==> src/rtl/inv_mixcolumns_pkg.sv <==
// Shared types, constants and GF(2^8) helpers for the AES InvMixColumns engine.
// FSM encodings, field polynomial, xtime/gmul chain and column slice/insert helpers.
package inv_mixcolumns_pkg;

  localparam int NCOL  = 4;
  localparam int CNT_W = 2;
  localparam logic [CNT_W-1:0] LAST_COL = CNT_W'(NCOL - 1);
  localparam logic [7:0] GF_POLY = 8'h1B;

  typedef enum logic [1:0] {
    ST_IDLE = 2'd0,
    ST_BUSY = 2'd1,
    ST_DONE = 2'd2,
    ST_HOLD = 2'd3
  } state_t;

  function automatic logic [7:0] xtime(input logic [7:0] b);
    return {b[6:0], 1'b0} ^ (b[7] ? GF_POLY : 8'h00);
  endfunction

  function automatic logic [7:0] gmul9(input logic [7:0] b);
    logic [7:0] x8;
    x8 = xtime(xtime(xtime(b)));
    return x8 ^ b;
  endfunction

  function automatic logic [7:0] gmul11(input logic [7:0] b);
    logic [7:0] x2;
    logic [7:0] x8;
    x2 = xtime(b);
    x8 = xtime(xtime(x2));
    return x8 ^ x2 ^ b;
  endfunction

  function automatic logic [7:0] gmul13(input logic [7:0] b);
    logic [7:0] x4;
    logic [7:0] x8;
    x4 = xtime(xtime(b));
    x8 = xtime(x4);
    return x8 ^ x4 ^ b;
  endfunction

  function automatic logic [7:0] gmul14(input logic [7:0] b);
    logic [7:0] x2;
    logic [7:0] x4;
    logic [7:0] x8;
    x2 = xtime(b);
    x4 = xtime(x2);
    x8 = xtime(x4);
    return x8 ^ x4 ^ x2;
  endfunction

  // Column 0 is the most significant word (FIPS-197 byte order).
  function automatic logic [31:0] col_of(input logic [127:0] s, input logic [CNT_W-1:0] c);
    logic [31:0] w;
    case (c)
      2'd0:    w = s[127:96];
      2'd1:    w = s[95:64];
      2'd2:    w = s[63:32];
      2'd3:    w = s[31:0];
      default: w = 32'h0000_0000;
    endcase
    return w;
  endfunction

  function automatic logic [127:0] col_put(input logic [127:0] s, input logic [CNT_W-1:0] c,
                                           input logic [31:0] w);
    logic [127:0] r;
    r = s;
    case (c)
      2'd0:    r[127:96] = w;
      2'd1:    r[95:64]  = w;
      2'd2:    r[63:32]  = w;
      2'd3:    r[31:0]   = w;
      default: r = s;
    endcase
    return r;
  endfunction

endpackage

==> src/rtl/inv_mixcolumns_if.sv <==
// Request/result bundle of the InvMixColumns engine; master drives requests, slave is the engine.
// The rkey signal exists only when INV_MIX_ADDKEY_EN is defined.
interface inv_mixcolumns_if;
  import inv_mixcolumns_pkg::*;

  logic             enable;
  logic [127:0]     istate;
`ifdef INV_MIX_ADDKEY_EN
  logic [127:0]     rkey;
`endif
  logic [127:0]     ostate;
  logic [31:0]      mout;
  logic             mvalid;
  logic [CNT_W-1:0] mcol;
  logic             done;

  modport master (
`ifdef INV_MIX_ADDKEY_EN
    output rkey,
`endif
    output enable, istate,
    input  ostate, mout, mvalid, mcol, done
  );

  modport slave (
`ifdef INV_MIX_ADDKEY_EN
    input  rkey,
`endif
    input  enable, istate,
    output ostate, mout, mvalid, mcol, done
  );

endinterface

==> src/rtl/inv_mixcolumn_word.sv <==
// Combinational InvMixColumns on one 32-bit column, byte0 in the MSB.
module inv_mixcolumn_word
  import inv_mixcolumns_pkg::*;
(
  input  logic [31:0] col_i,
  output logic [31:0] col_o
);

  logic [7:0] s0_s, s1_s, s2_s, s3_s;
  logic [7:0] r0_s, r1_s, r2_s, r3_s;

  assign {s0_s, s1_s, s2_s, s3_s} = col_i;

  // Circulant matrix rows {0e,0b,0d,09} rotated right by one per output byte.
  assign r0_s = gmul14(s0_s) ^ gmul11(s1_s) ^ gmul13(s2_s) ^ gmul9(s3_s);
  assign r1_s = gmul9(s0_s)  ^ gmul14(s1_s) ^ gmul11(s2_s) ^ gmul13(s3_s);
  assign r2_s = gmul13(s0_s) ^ gmul9(s1_s)  ^ gmul14(s2_s) ^ gmul11(s3_s);
  assign r3_s = gmul11(s0_s) ^ gmul13(s1_s) ^ gmul9(s2_s)  ^ gmul14(s3_s);

  assign col_o = {r0_s, r1_s, r2_s, r3_s};

endmodule

==> src/rtl/inv_mixcolumns.sv <==
// Iterative AES InvMixColumns engine: one column per cycle, streamed and collected into ostate.
// Optional INV_MIX_ADDKEY_EN folds AddRoundKey into the capture.
module inv_mixcolumns
  import inv_mixcolumns_pkg::*;
(
  input  logic           clk,
  input  logic           resetn,
  inv_mixcolumns_if.slave bus
);

  state_t           state_q;
  logic [CNT_W-1:0] cnt_q;
  logic [127:0]     latch_q;
  logic [127:0]     ostate_q;
  logic [31:0]      mout_q;
  logic             mvalid_q;
  logic [CNT_W-1:0] mcol_q;
  logic             done_q;

  logic [127:0]     capture_s;
  logic [31:0]      col_in_s;
  logic [31:0]      col_out_s;

  // Value captured on the start edge.
  always_comb begin
    capture_s = 128'h0;
`ifdef INV_MIX_ADDKEY_EN
    capture_s = bus.istate ^ bus.rkey;
`else
    capture_s = bus.istate;
`endif
  end

  assign col_in_s = col_of(latch_q, cnt_q);

  inv_mixcolumn_word u_word (
    .col_i (col_in_s),
    .col_o (col_out_s)
  );

  // Control FSM, column counter, input latch and registered outputs.
  always_ff @(posedge clk or negedge resetn) begin
    if (!resetn) begin
      state_q  <= ST_IDLE;
      cnt_q    <= '0;
      latch_q  <= 128'h0;
      ostate_q <= 128'h0;
      mout_q   <= 32'h0;
      mvalid_q <= 1'b0;
      mcol_q   <= '0;
      done_q   <= 1'b0;
    end else begin
      case (state_q)
        ST_IDLE: begin
          mvalid_q <= 1'b0;
          done_q   <= 1'b0;
          if (bus.enable) begin
            latch_q <= capture_s;
            cnt_q   <= '0;
            state_q <= ST_BUSY;
          end else begin
            state_q <= ST_IDLE;
          end
        end
        ST_BUSY: begin
          ostate_q <= col_put(ostate_q, cnt_q, col_out_s);
          mout_q   <= col_out_s;
          mcol_q   <= cnt_q;
          mvalid_q <= 1'b1;
          cnt_q    <= cnt_q + CNT_W'(1);
          if (cnt_q == LAST_COL) begin
            done_q  <= 1'b1;
            state_q <= ST_DONE;
          end else begin
            done_q  <= 1'b0;
            state_q <= ST_BUSY;
          end
        end
        ST_DONE: begin
          mvalid_q <= 1'b0;
          done_q   <= 1'b0;
          state_q  <= bus.enable ? ST_HOLD : ST_IDLE;
        end
        // Held-high enable parks here so it cannot retrigger a run.
        ST_HOLD: begin
          mvalid_q <= 1'b0;
          done_q   <= 1'b0;
          state_q  <= bus.enable ? ST_HOLD : ST_IDLE;
        end
        default: begin
          mvalid_q <= 1'b0;
          done_q   <= 1'b0;
          state_q  <= ST_IDLE;
        end
      endcase
    end
  end

  assign bus.ostate = ostate_q;
  assign bus.mout   = mout_q;
  assign bus.mvalid = mvalid_q;
  assign bus.mcol   = mcol_q;
  assign bus.done   = done_q;

endmodule

==> src/flat_wrapper.sv <==
// flat-port wrapper written by rule: the top's interface ports become plain ports
module inv_mixcolumns_flat import inv_mixcolumns_pkg::*;
  (clk, resetn, bus_enable, bus_istate, bus_ostate, bus_mout, bus_mvalid, bus_mcol, bus_done);
  inv_mixcolumns_if bus_i ();
  input  logic clk;
  input  logic resetn;
  input wire logic [$bits(bus_i.enable)-1:0] bus_enable;
  input wire logic [$bits(bus_i.istate)-1:0] bus_istate;
  output wire logic [$bits(bus_i.ostate)-1:0] bus_ostate;
  output wire logic [$bits(bus_i.mout)-1:0] bus_mout;
  output wire logic [$bits(bus_i.mvalid)-1:0] bus_mvalid;
  output wire logic [$bits(bus_i.mcol)-1:0] bus_mcol;
  output wire logic [$bits(bus_i.done)-1:0] bus_done;
  assign bus_i.enable = bus_enable;
  assign bus_i.istate = bus_istate;
  assign bus_ostate = bus_i.ostate;
  assign bus_mout = bus_i.mout;
  assign bus_mvalid = bus_i.mvalid;
  assign bus_mcol = bus_i.mcol;
  assign bus_done = bus_i.done;
  inv_mixcolumns u_core (.clk(clk), .resetn(resetn), .bus(bus_i));
endmodule
==> config.mk <==
export PLATFORM = sky130hd
export DESIGN_NAME = inv_mixcolumns_flat
export DESIGN_NICKNAME = d
export VERILOG_FILES = /design/src/rtl/inv_mixcolumns_pkg.sv /design/src/rtl/inv_mixcolumns_if.sv /design/src/rtl/inv_mixcolumn_word.sv /design/src/rtl/inv_mixcolumns.sv /design/src/flat_wrapper.sv
export SDC_FILE = /design/constraint.sdc
export NUM_CORES = 1
export LEC_CHECK = 0
export ABC_AREA = 0
export CORE_MARGIN = 3
export CORE_UTILIZATION = 47
export DETAILED_ROUTE_END_ITERATION = 6
export PLACE_DENSITY = 0.89
export SLEW_MARGIN = 20
export SYNTH_ARGS = -nofsm -noshare
export SYNTH_HDL_FRONTEND = slang
export SYNTH_HIERARCHICAL = 1
export SYNTH_SLANG_ARGS = --single-unit
==> constraint.sdc <==
create_clock -name clk -period 3.25 [get_ports clk]
set_clock_uncertainty 0.1 [all_clocks]
set_input_delay 0.65 -clock clk [delete_from_list [all_inputs] [get_ports clk]]
set_output_delay 0.65 -clock clk [all_outputs]
set_load 0.05 [all_outputs]
==> flow_summary_export.csv <==
group,metric,value,unit
outcome,status,"finished with violations",
outcome,failed_checks,"negative setup slack",
finish,area_growth,51.5,%
cts,clock_path_buffers,3,
placed_design,place_hpwl,29300,µm
global_route,grt_remaining_overflow,0,
global_route,antenna_found_initial,0,
global_route,grt_pass1_vias,10487,
timing,period_needed,3.66,ns
logic_synthesis,async_flop_share,100,%
global_route,grtUsageTotal,24.6,%
die,dieArea,0.0323,mm²
critical_path,crit_arrival,4.00,ns
logic_synthesis,synthDominantCellAreaShare,52.2,%
critical_path,r2r-end,"u_core/bus.ostate[107]",
logic_synthesis,ys_seq_elements,296,
timing,fin_ws,-0.412,ns
die,start_util,48.5,%
cts,clkTransAtPathRegs,0.06,ns
detailed_routing,met3WireLength,3090,µm
hold_path,hp-class,"input pin to asynchronous set/reset pin",
critical_path,crit_path_start,"u_core/cnt_q[1]",
critical_path,r2r_cells,12,
logic_synthesis,synth_edf_count,0,
global_route,grt_first_pass_wirelength,62900,µm
die,dieHeight,180,µm
logic_synthesis,synthesis.nets,1098,
detailed_routing,wl_met1,17700,µm
finish,nets,1559,
global_route,grt_max_degree,99,
critical_path,reg2reg_slack,-0.41,ns
die,fp.coreArea,0.0292,mm²
logic_synthesis,seq_area_frac_synth,52.2,%
timing,tightest_slew,0.803,ns
critical_path,crit_fanout,8,
logic_synthesis,ys_types,25,
cts,numCtsBuffers,29,
detailed_routing,drt_iter0_drc,947,
logic_synthesis,yosys_warnings,6,
die,die_w,180,µm
timing,drv_slew,0,
detailed_routing,wl_per_cell,25.0,µm
cts,cts_max_level,1,
logic_synthesis,synth_area_leaders,"dfrtp_1, mux2_2, xnor2_1",
critical_path,start_kind,"flip-flop",
finish,final_area,0.0215,mm²
logic_synthesis,avgSynthCellArea,14.7,µm²
logic_synthesis,netlist_instances,963,
critical_path,r2r-start,"u_core/cnt_q[1]",
logic_synthesis,ys_top_cells_by_count,"dfrtp_1, mux2_2, xnor2_1",
timing,slew_headroom,46.4,%
timing,setup_viol_count_final,156,
critical_path,worstSetupEndpointType,"flip-flop",
critical_path,critPathRequiredTime,3.59,ns
die,ios,295,
cts,cts.sinks,296,
detailed_routing,drc,0,
critical_path,critical_path.endpoint,"u_core/bus.ostate[107]",
logic_synthesis,syn-cell-area,0.0142,mm²
finish,drive_gt1_share,48.3,%
cts,cts_hold_buf,0,
timing,final_hold_viol_count,0,
cts,clkLatencyLatePin,0.56,ns
logic_synthesis,yosysTopAreaCell,"dfrtp_1",
timing,fin_crit_sh,113,%
detailed_routing,final_antenna_net_count,0,
detailed_routing,topRoutingLayerUsed,"met4",
critical_path,path_class,"flip-flop to flip-flop",
timing,fmax,0.273,GHz
placed_design,placed_area,0.0184,mm²
run,drv_cap,0,
logic_synthesis,synth_ff_type,"dfrtp_1",
cts,cts_tree,"yes",
finish,n_antenna_cell,0,
logic_synthesis,post-synth-top-count-cell,"dfrtp_1",
die,row_count,62,
detailed_routing,dr.pass1.iters,6,
detailed_routing,wl_met2,23300,µm
timing,rsz0062_at_grt,"yes",
placed_design,portBuffers,294,
detailed_routing,routed_via_density,5.56,
detailed_routing,wirelength,45800,µm
cts,cts_root_buf,"clkbuf_16",
detailed_routing,vias,10183,
placed_design,gp_congestion,0.981,
[registers in the layout, indices dropped and copies added (netlist names)]
register           flops
u_core/latch_q       128
u_core/bus.done        1
u_core/cnt_q           2
u_core/bus.ostate    128
u_core/bus.mcol        2
u_core/state_q         2
u_core/bus.mout       32
u_core/bus.mvalid      1
[cell usage in the layout (no fill, tap or decap), types with 18 or more instances in the layout]
| cell type | Yosys | final |
|---|---|---|
| dfrtp_1 | 296 | 294 |
| clkdlybuf4s50_1 | 0 | 293 |
| mux2_2 | 291 | 264 |
| buf_4 | 17 | 140 |
| xnor2_1 | 125 | 50 |
| xnor2_2 | 1 | 50 |
| buf_6 | 13 | 47 |
| inv_1 | 36 | 34 |
| clkbuf_16 | 0 | 32 |
| a222oi_1 | 32 | 32 |
| mux2_4 | 0 | 27 |
| xnor2_4 | 0 | 26 |
| xor2_2 | 2 | 19 |
| mux2i_2 | 0 | 18 |
| xnor3_2 | 0 | 18 |
[metal layers]
| layer | up-vias | GRT usage (%) |
|---|---|---|
| met3 | 115 | 4.28 |
| met5 | - | 0 |
| li1 | 4289 | - |
| met4 | 0 | 7.18 |
| met2 | 528 | 42.5 |
| met1 | 5251 | 32.1 |
[worst max-delay path, cell delays in order (launching register included)]
cell	delay, ns
dfrtp_2	0.45
inv_4	0.06
ha_4	0.20
buf_12	0.15
buf_8	0.13
a222oi_1	0.41
mux2i_1	0.20
buf_4	0.22
xnor3_2	0.43
buf_6	0.14
xnor2_2	0.16
xnor3_2	0.57
mux2_4	0.31
[worst min-delay path by stage]
stage,start,to,slack (ns),cells past startpoint
floorplan,resetn,u_core/bus.done,0.25,0
global placement,u_core/bus.ostate[76],u_core/bus.ostate[76],0.39,1
detailed placement,u_core/bus.ostate[117],u_core/bus.ostate[117],0.39,1
CTS,resetn,u_core/bus.ostate[41],0.05,1
global route,resetn,u_core/bus.mout[1],0.08,1
finish,resetn,u_core/bus.mout[1],0.03,1
[cell type report]
class | instances | area, µm²
fill | 1645 | 7760
clock buffer | 37 | 786
multi-input combinational | 565 | 7630
sequential | 296 | 7410
inverter | 36 | 140
tap | 384 | 480
clock inverter | 17 | 209
timing repair buffer | 496 | 4830
[through the flow]
stage	setup WS (ns)	TNS, ns	hold WS (ns)	cells	utilization, %
2_1_floorplan	-0.0336	-0.679	0.254	963	-
3_3_place_gp	-0.419	-28.82	0.386	1719	62.9
3_5_place_dp	-0.504	-37.43	0.392	1719	62.9
4_1_cts	-0.175	-9.22	0.0534	1789	68.7
5_1_grt	-0.470	-47.04	0.0843	1831	73.5
6_report	-0.412	-33.84	0.0333	1831	73.5
[cell families (layout without fill, tap and decap cells)]
logic type / count (synthesis) / in the layout / synth area share [%]
mux: 323 / 323 / 25.4
fa+ha+maj: 4 / 4 / 0.353
buf+inv: 102 / 586 / 3.98
compound gates: 35 / 35 / 2.42
flops: 296 / 296 / 52.2
xor+xnor: 194 / 194 / 15.2
simple gates: 9 / 9 / 0.520
[repair_timing]
action / 4_1_cts / 5_1_grt
pin swaps: 31 / 57
endpoints found under the setup margin: 152 / 160
resized for setup: 104 / 167
gates cloned: 0 / 3
buffers inserted: 19 / 43
Power is not shown: default switching activity piles up to over one toggle a cycle in this logic, so the estimate is an artifact.
==> patch 1, RTL diff (same flow settings) <==
Make the reset (`resetn`) synchronous in one clocked block.
--- a/src/rtl/inv_mixcolumns.sv
+++ b/src/rtl/inv_mixcolumns.sv
@@ -39,7 +39,7 @@
   );
 
   // Control FSM, column counter, input latch and registered outputs.
-  always_ff @(posedge clk or negedge resetn) begin
+  always_ff @(posedge clk) begin
     if (!resetn) begin
       state_q  <= ST_IDLE;
       cnt_q    <= '0;
Formal check against the unedited RTL: not equivalent (Yosys sat finds a counterexample within 4 cycles, from zero or initial values and one cycle with resetn low; the reset may be asserted at any time).
==> patch 1 against the original RTL <==
- the run ends with design-rule violations, negative setup slack left
- synthesized area is 5.3% lower
- setup slack improved by 0.26 ns
- wire length increased by 2.3%
- hold slack better by 0.32 ns
- critical endpoint is now u_core/bus.ostate[43]
- sequential cell count is the same
- design area fell by 7.3%
- non-clock buffer count is 9 lower
- first-iteration DRC count grew 75%
- die area fell by 5.1%
Power is left out: it rests on default switching activity, and per cell area and clock period it moved more than threefold.
==> patch 1: results (changes against the original RTL) <==
[timing]
final_setup_viols=54  ; was 156
worst-slew-pin-transition_ns=0.830  ; was 0.803 ns
worst_slack_ns=-0.149  ; was -0.412 ns

[logic_synthesis]
yosys-top-cells-count=sky130_fd_sc_hd__dfxtp_1, sky130_fd_sc_hd__nand3_1, sky130_fd_sc_hd__nand2_1, sky130_fd_sc_hd__o21ai_0, sky130_fd_sc_hd__xnor2_1  ; was sky130_fd_sc_hd__dfrtp_1, sky130_fd_sc_hd__mux2_2, sky130_fd_sc_hd__xnor2_1, sky130_fd_sc_hd__inv_1, sky130_fd_sc_hd__xor2_1
synth_sequential_area_ratio_pct=44.1  ; was 52.2%
mappedNetlistNets=1671  ; was 1,098
netlist-cell-type-count=31  ; was 25
synth_async_sr_flop_share_pct=0  ; was 100%
ys_dominant_reg_cell=sky130_fd_sc_hd__dfxtp_1  ; was sky130_fd_sc_hd__dfrtp_1
synth.top_cells.by_area=sky130_fd_sc_hd__dfxtp_1, sky130_fd_sc_hd__nand3_1, sky130_fd_sc_hd__xnor2_1  ; was sky130_fd_sc_hd__dfrtp_1, sky130_fd_sc_hd__mux2_2, sky130_fd_sc_hd__xnor2_1
yosys_warnings=6  ; unchanged

[clock_tree]
tritoncts.num_buffers=30  ; was 29
cts_max_path_buffers=3  ; unchanged
cts.reportedPaths.clkPinSlew_ns=0.06  ; about the same
htree_levels=1  ; unchanged
clk-insertion-delay-late_ns=0.55
clockRootBuffer=sky130_fd_sc_hd__clkbuf_16  ; unchanged

[cells_and_area]
n_antenna_cell=0  ; unchanged
fillers=1900  ; was 1,645
final_net_count=2042  ; was 1,559
layout-drive-gt1-share_pct=21.6  ; was 48.3%

[setup_path]
path_max_fanout=11  ; was 8
worst-endpoint-arrival_ns=3.71  ; was 4.00 ns

[routing]
drt_pass1_iterations=7  ; was 6
drt-wirelength-per-cell_um=20.4  ; was 25.0 um
drc_errors=9  ; was 0
drt_iter0_markers=1653  ; was 947
viasPerCell=5.66  ; was 5.56

[place]
placement.setup.worst_slack_ns=-0.484  ; was -0.504 ns
globalplace.congestion=0.957  ; was 0.981
hpwl_mm=31.9  ; was 29.3 mm
placed_instance_area_mm2=0.0175  ; was 0.0184 mm2
buffer_ports.inserted=294  ; unchanged

[status]
violations=design-rule violations, negative setup slack  ; was negative setup slack
run_status=finished with violations  ; unchanged

[global_routing]
antenna_found_initial=0  ; unchanged
grt_pass1_wl_mm=69.0  ; was 62.9 mm
grt_pass1_vias=12200  ; was 10,500
grt_util_all_layers_pct=28.1  ; was 24.6%
largest_net_degree_at_the_start_of_global_routing=101  ; was 99

[worst_hold_path]
holdCritPathClass=reg2reg  ; was in2async

==> patch 1: logic make-up (layout without fill, tap and decap cells) <==
| family | count (synthesis) | in the layout | synth area share, % |
|---|---|---|---|
| simple gates | 500 | 500 | 16.7 |
| compound gates | 326 | 326 | 14.0 |
| flops | 296 | 296 | 44.1 |
| xor+xnor | 194 | 194 | 16.0 |
| buf+inv | 182 | 572 | 6.31 |
| mux | 32 | 32 | 2.38 |
| fa+ha+maj | 5 | 5 | 0.466 |
==> patch 1: worst max-delay path, cell delays in order (launching register included) <==
cell and delay, ns:
sky130_fd_sc_hd__dfxtp_4 0.39, sky130_fd_sc_hd__inv_4 0.05, sky130_fd_sc_hd__ha_4 0.16, sky130_fd_sc_hd__buf_12 0.14, sky130_fd_sc_hd__buf_6 0.13, sky130_fd_sc_hd__a222oi_1 0.38
sky130_fd_sc_hd__mux2i_1 0.12, sky130_fd_sc_hd__buf_4 0.16, sky130_fd_sc_hd__xnor3_1 0.37, sky130_fd_sc_hd__xnor3_2 0.45, sky130_fd_sc_hd__buf_6 0.15, sky130_fd_sc_hd__xnor3_2 0.43
sky130_fd_sc_hd__nand2_4 0.14, sky130_fd_sc_hd__o21ai_2 0.07
==> patch 1: layer usage <==
metal / track usage, % / vias to the layer above / part of all wire, %
met5: 0 / - / 0
met4: 6.98 / 0 / 2.9
met3: 4.95 / 115 / 9.6
met2: 47.2 / 818 / 48
met1: 37.7 / 6100 / 40
li1: - / 5995 / -
==> patch 1: cell type report <==
class	count	area [um2]	area share [%]
tap	378	473	2.37
inverter	34	133	0.666
sequential	296	5930	29.8
clock inverter	8	104	0.521
multi-input combinational	1057	7830	39.3
timing repair buffer	487	4570	23.0
clock buffer	43	881	4.42
==> patch 1: stage by stage <==
stage,setup TNS (ns),utilization [%],hold WS [ns],cells
CTS,-1.09,67.9,0.354,2287
floorplan,0,-,0.328,1535
finish,-1.92,71.1,0.348,2303
global route,-14.83,71.1,0.375,2303
detailed placement,-24.37,62.3,0.344,2219
global placement,-12.40,62.3,0.337,2219
==> patch 1: final timing paths <==
kind	from	to	slack, ns	depth (start not counted)
max reg2reg	u_core/cnt_q[1]	u_core/bus.ostate[43]	-0.15	13
max	u_core/cnt_q[1]	u_core/bus.ostate[43]	-0.15	13
min	u_core/bus.mout[27]	u_core/bus.mout[27]	0.35	2
min reg2reg	u_core/bus.mout[27]	u_core/bus.mout[27]	0.35	2
==> patch 1: what timing repair did <==
item	CTS	global route
pin swaps	38	93
setup buffers	18	21
endpoints found under the setup margin	151	155
gates resized for setup	131	231
==> patch 2, RTL diff (same settings) <==
Without the edit above. The package constant `CNT_W` goes from 2 to 3.
--- a/src/rtl/inv_mixcolumns_pkg.sv
+++ b/src/rtl/inv_mixcolumns_pkg.sv
@@ -3,7 +3,7 @@
 package inv_mixcolumns_pkg;
 
   localparam int NCOL  = 4;
-  localparam int CNT_W = 2;
+  localparam int CNT_W = 3;
   localparam logic [CNT_W-1:0] LAST_COL = CNT_W'(NCOL - 1);
   localparam logic [7:0] GF_POLY = 8'h1B;
 
Interface: changed (resized bus_mcol); port bits go from 295 to 296. No check against the original RTL was run, so the function may have changed too.
==> patch 2 against the original RTL <==
- wire length decreased by 6.8%
- setup slack improved by 0.24 ns
- sequential share of layout area decreased by 0.28 points
- count of clock-buffer cells in the layout increased by 7
- critical path type unchanged
- synthesized area increased by 2.8%
- first-iteration DRC count decreased by 38%
- design area increased by 1.5%
- the run still ends with negative setup slack left
- sequential cell count increased by 2
Power is left out: the tool's default activity adds up to more than one toggle a clock period on the data nets, which glitch-free logic cannot reach.
==> patch 2: results (changes against the original RTL) <==
[status]
run_status=finished with violations  ; unchanged
violations=negative setup slack  ; unchanged

[global_routing]
grt_util_all_layers_pct=24.6  ; about the same
antenna_found_initial=1  ; was 0
grt_pass1_wl_mm=63.8  ; was 62.9 mm
largest_net_degree_at_the_start_of_global_routing=77  ; was 99
grtUsageMet3_pct=4.41  ; was 4.28%
met1_capacity_usage_during_global_routing_pct=32.4  ; was 32.1%

[routing]
vias=10000  ; was 10,200
drt-wirelength-per-cell_um=23.2  ; was 25.0 um
drt_iter0_markers=583  ; was 947
drt_pass1_iterations=5  ; was 6
maxUsedRoutingLayer=met5  ; was met4
m1WireLength_mm=17.5  ; was 17.7 mm
wl_met3_mm=2.68  ; was 3.09 mm

[cells_and_area]
layout-drive-gt1-share_pct=48.0  ; was 48.3%
final_net_count=1564  ; was 1,559
fillers=1806  ; was 1,645

[logic_synthesis]
synth.top_cells.by_area=sky130_fd_sc_hd__dfrtp_1, sky130_fd_sc_hd__mux2_2, sky130_fd_sc_hd__mux2_4  ; was sky130_fd_sc_hd__dfrtp_1, sky130_fd_sc_hd__mux2_2, sky130_fd_sc_hd__xnor2_1
muxShareOfSynthArea_pct=24.9  ; was 25.4%
synth_xor_xnor_area_share_pct=14.8  ; was 15.2%
post_synthesis_adder_cell_area_fraction_pct=0.514  ; was 0.353%
mappedNetlistNets=1113  ; was 1,098
synth_compound_area_share_pct=4.56  ; was 2.42%
synth_sequential_area_ratio_pct=51.1  ; was 52.2%
yosys-top-cells-count=sky130_fd_sc_hd__dfrtp_1, sky130_fd_sc_hd__mux2_2, sky130_fd_sc_hd__xnor2_1, sky130_fd_sc_hd__mux2_4, sky130_fd_sc_hd__a22oi_1  ; was sky130_fd_sc_hd__dfrtp_1, sky130_fd_sc_hd__mux2_2, sky130_fd_sc_hd__xnor2_1, sky130_fd_sc_hd__inv_1, sky130_fd_sc_hd__xor2_1

[place]
hpwl_mm=30.5  ; was 29.3 mm
buffer_ports.inserted=295  ; was 294
placed_instance_area_mm2=0.0190  ; was 0.0184 mm2
placement.setup.worst_slack_ns=-0.363  ; was -0.504 ns
globalplace.congestion=0.981  ; about the same

[clock_tree]
clk-insertion-delay-late_ns=0.51  ; was 0.56 ns
htree_levels=2  ; was 1

[timing]
tns_ns=-5.21  ; was -33.84 ns
worst-slew-pin-transition_ns=0.619  ; was 0.803 ns
final_setup_viols=85  ; was 156
worst_slack_ns=-0.175  ; was -0.412 ns

[setup_path]
worst-endpoint-arrival_ns=3.72  ; was 4.00 ns
start_point_of_the_critical_path=u_core/cnt_q[0]  ; was u_core/cnt_q[1]
path_max_fanout=12  ; was 8
crit_path_max_incr_delay_ns=0.49  ; was 0.57 ns

[worst_hold_path]
holdCritPathClass=reg2reg  ; was in2async

patch 2: cell types whose count changed after synthesis, moves of 31 or more:
| cell | before | now |
|---|---|---|
| sky130_fd_sc_hd__mux2_2 | 291 | 191 |
| sky130_fd_sc_hd__a21oi_1 | 0 | 32 |
| sky130_fd_sc_hd__mux2_4 | 0 | 90 |
| sky130_fd_sc_hd__a22oi_1 | 0 | 64 |
| sky130_fd_sc_hd__mux2i_1 | 32 | 1 |
| sky130_fd_sc_hd__a222oi_1 | 32 | 0 |
patch 2: repair_timing:
| item | CTS | global route |
|---|---|---|
| setup buffers | 11 | 27 |
| hold endpoints to repair | 1 | 0 |
| cloned | 0 | 1 |
| hold buffers | 1 | 0 |
| endpoints found under the setup margin | 150 | 140 |
| pin swaps | 13 | 38 |
| gates resized for setup | 80 | 124 |
patch 2: metrics by stage:
step,utilization [%],std cells,hold WS (ns)
finish,72.4,1843,0.402
detailed placement,63.1,1743,0.389
global placement,63.1,1743,0.378
CTS,69.1,1817,0.402
global route,72.4,1843,0.420
floorplan,-,976,0.254
patch 2: cell type report:
| type | instances | area share [%] |
|---|---|---|
| Clock buffer | 44 | 4.59 |
| Sequential cell | 298 | 34.2 |
| Timing Repair Buffer | 487 | 21.6 |
| Tap cell | 390 | 2.24 |
| Clock inverter | 18 | 0.964 |
| Multi-Input combinational cell | 600 | 36.3 |
| Inverter | 6 | 0.115 |
patch 2: worst paths after layout:
kind                                               end  slack (ns)
max in group asynchronous           u_core/latch_q[85]        1.67
worst max-delay path               u_core/bus.mout[12]       -0.18
worst max register to register     u_core/bus.mout[12]       -0.18
worst min register to register   u_core/bus.ostate[29]        0.40
min in group asynchronous       u_core/bus.ostate[114]        0.59
worst min-delay path             u_core/bus.ostate[29]        0.40
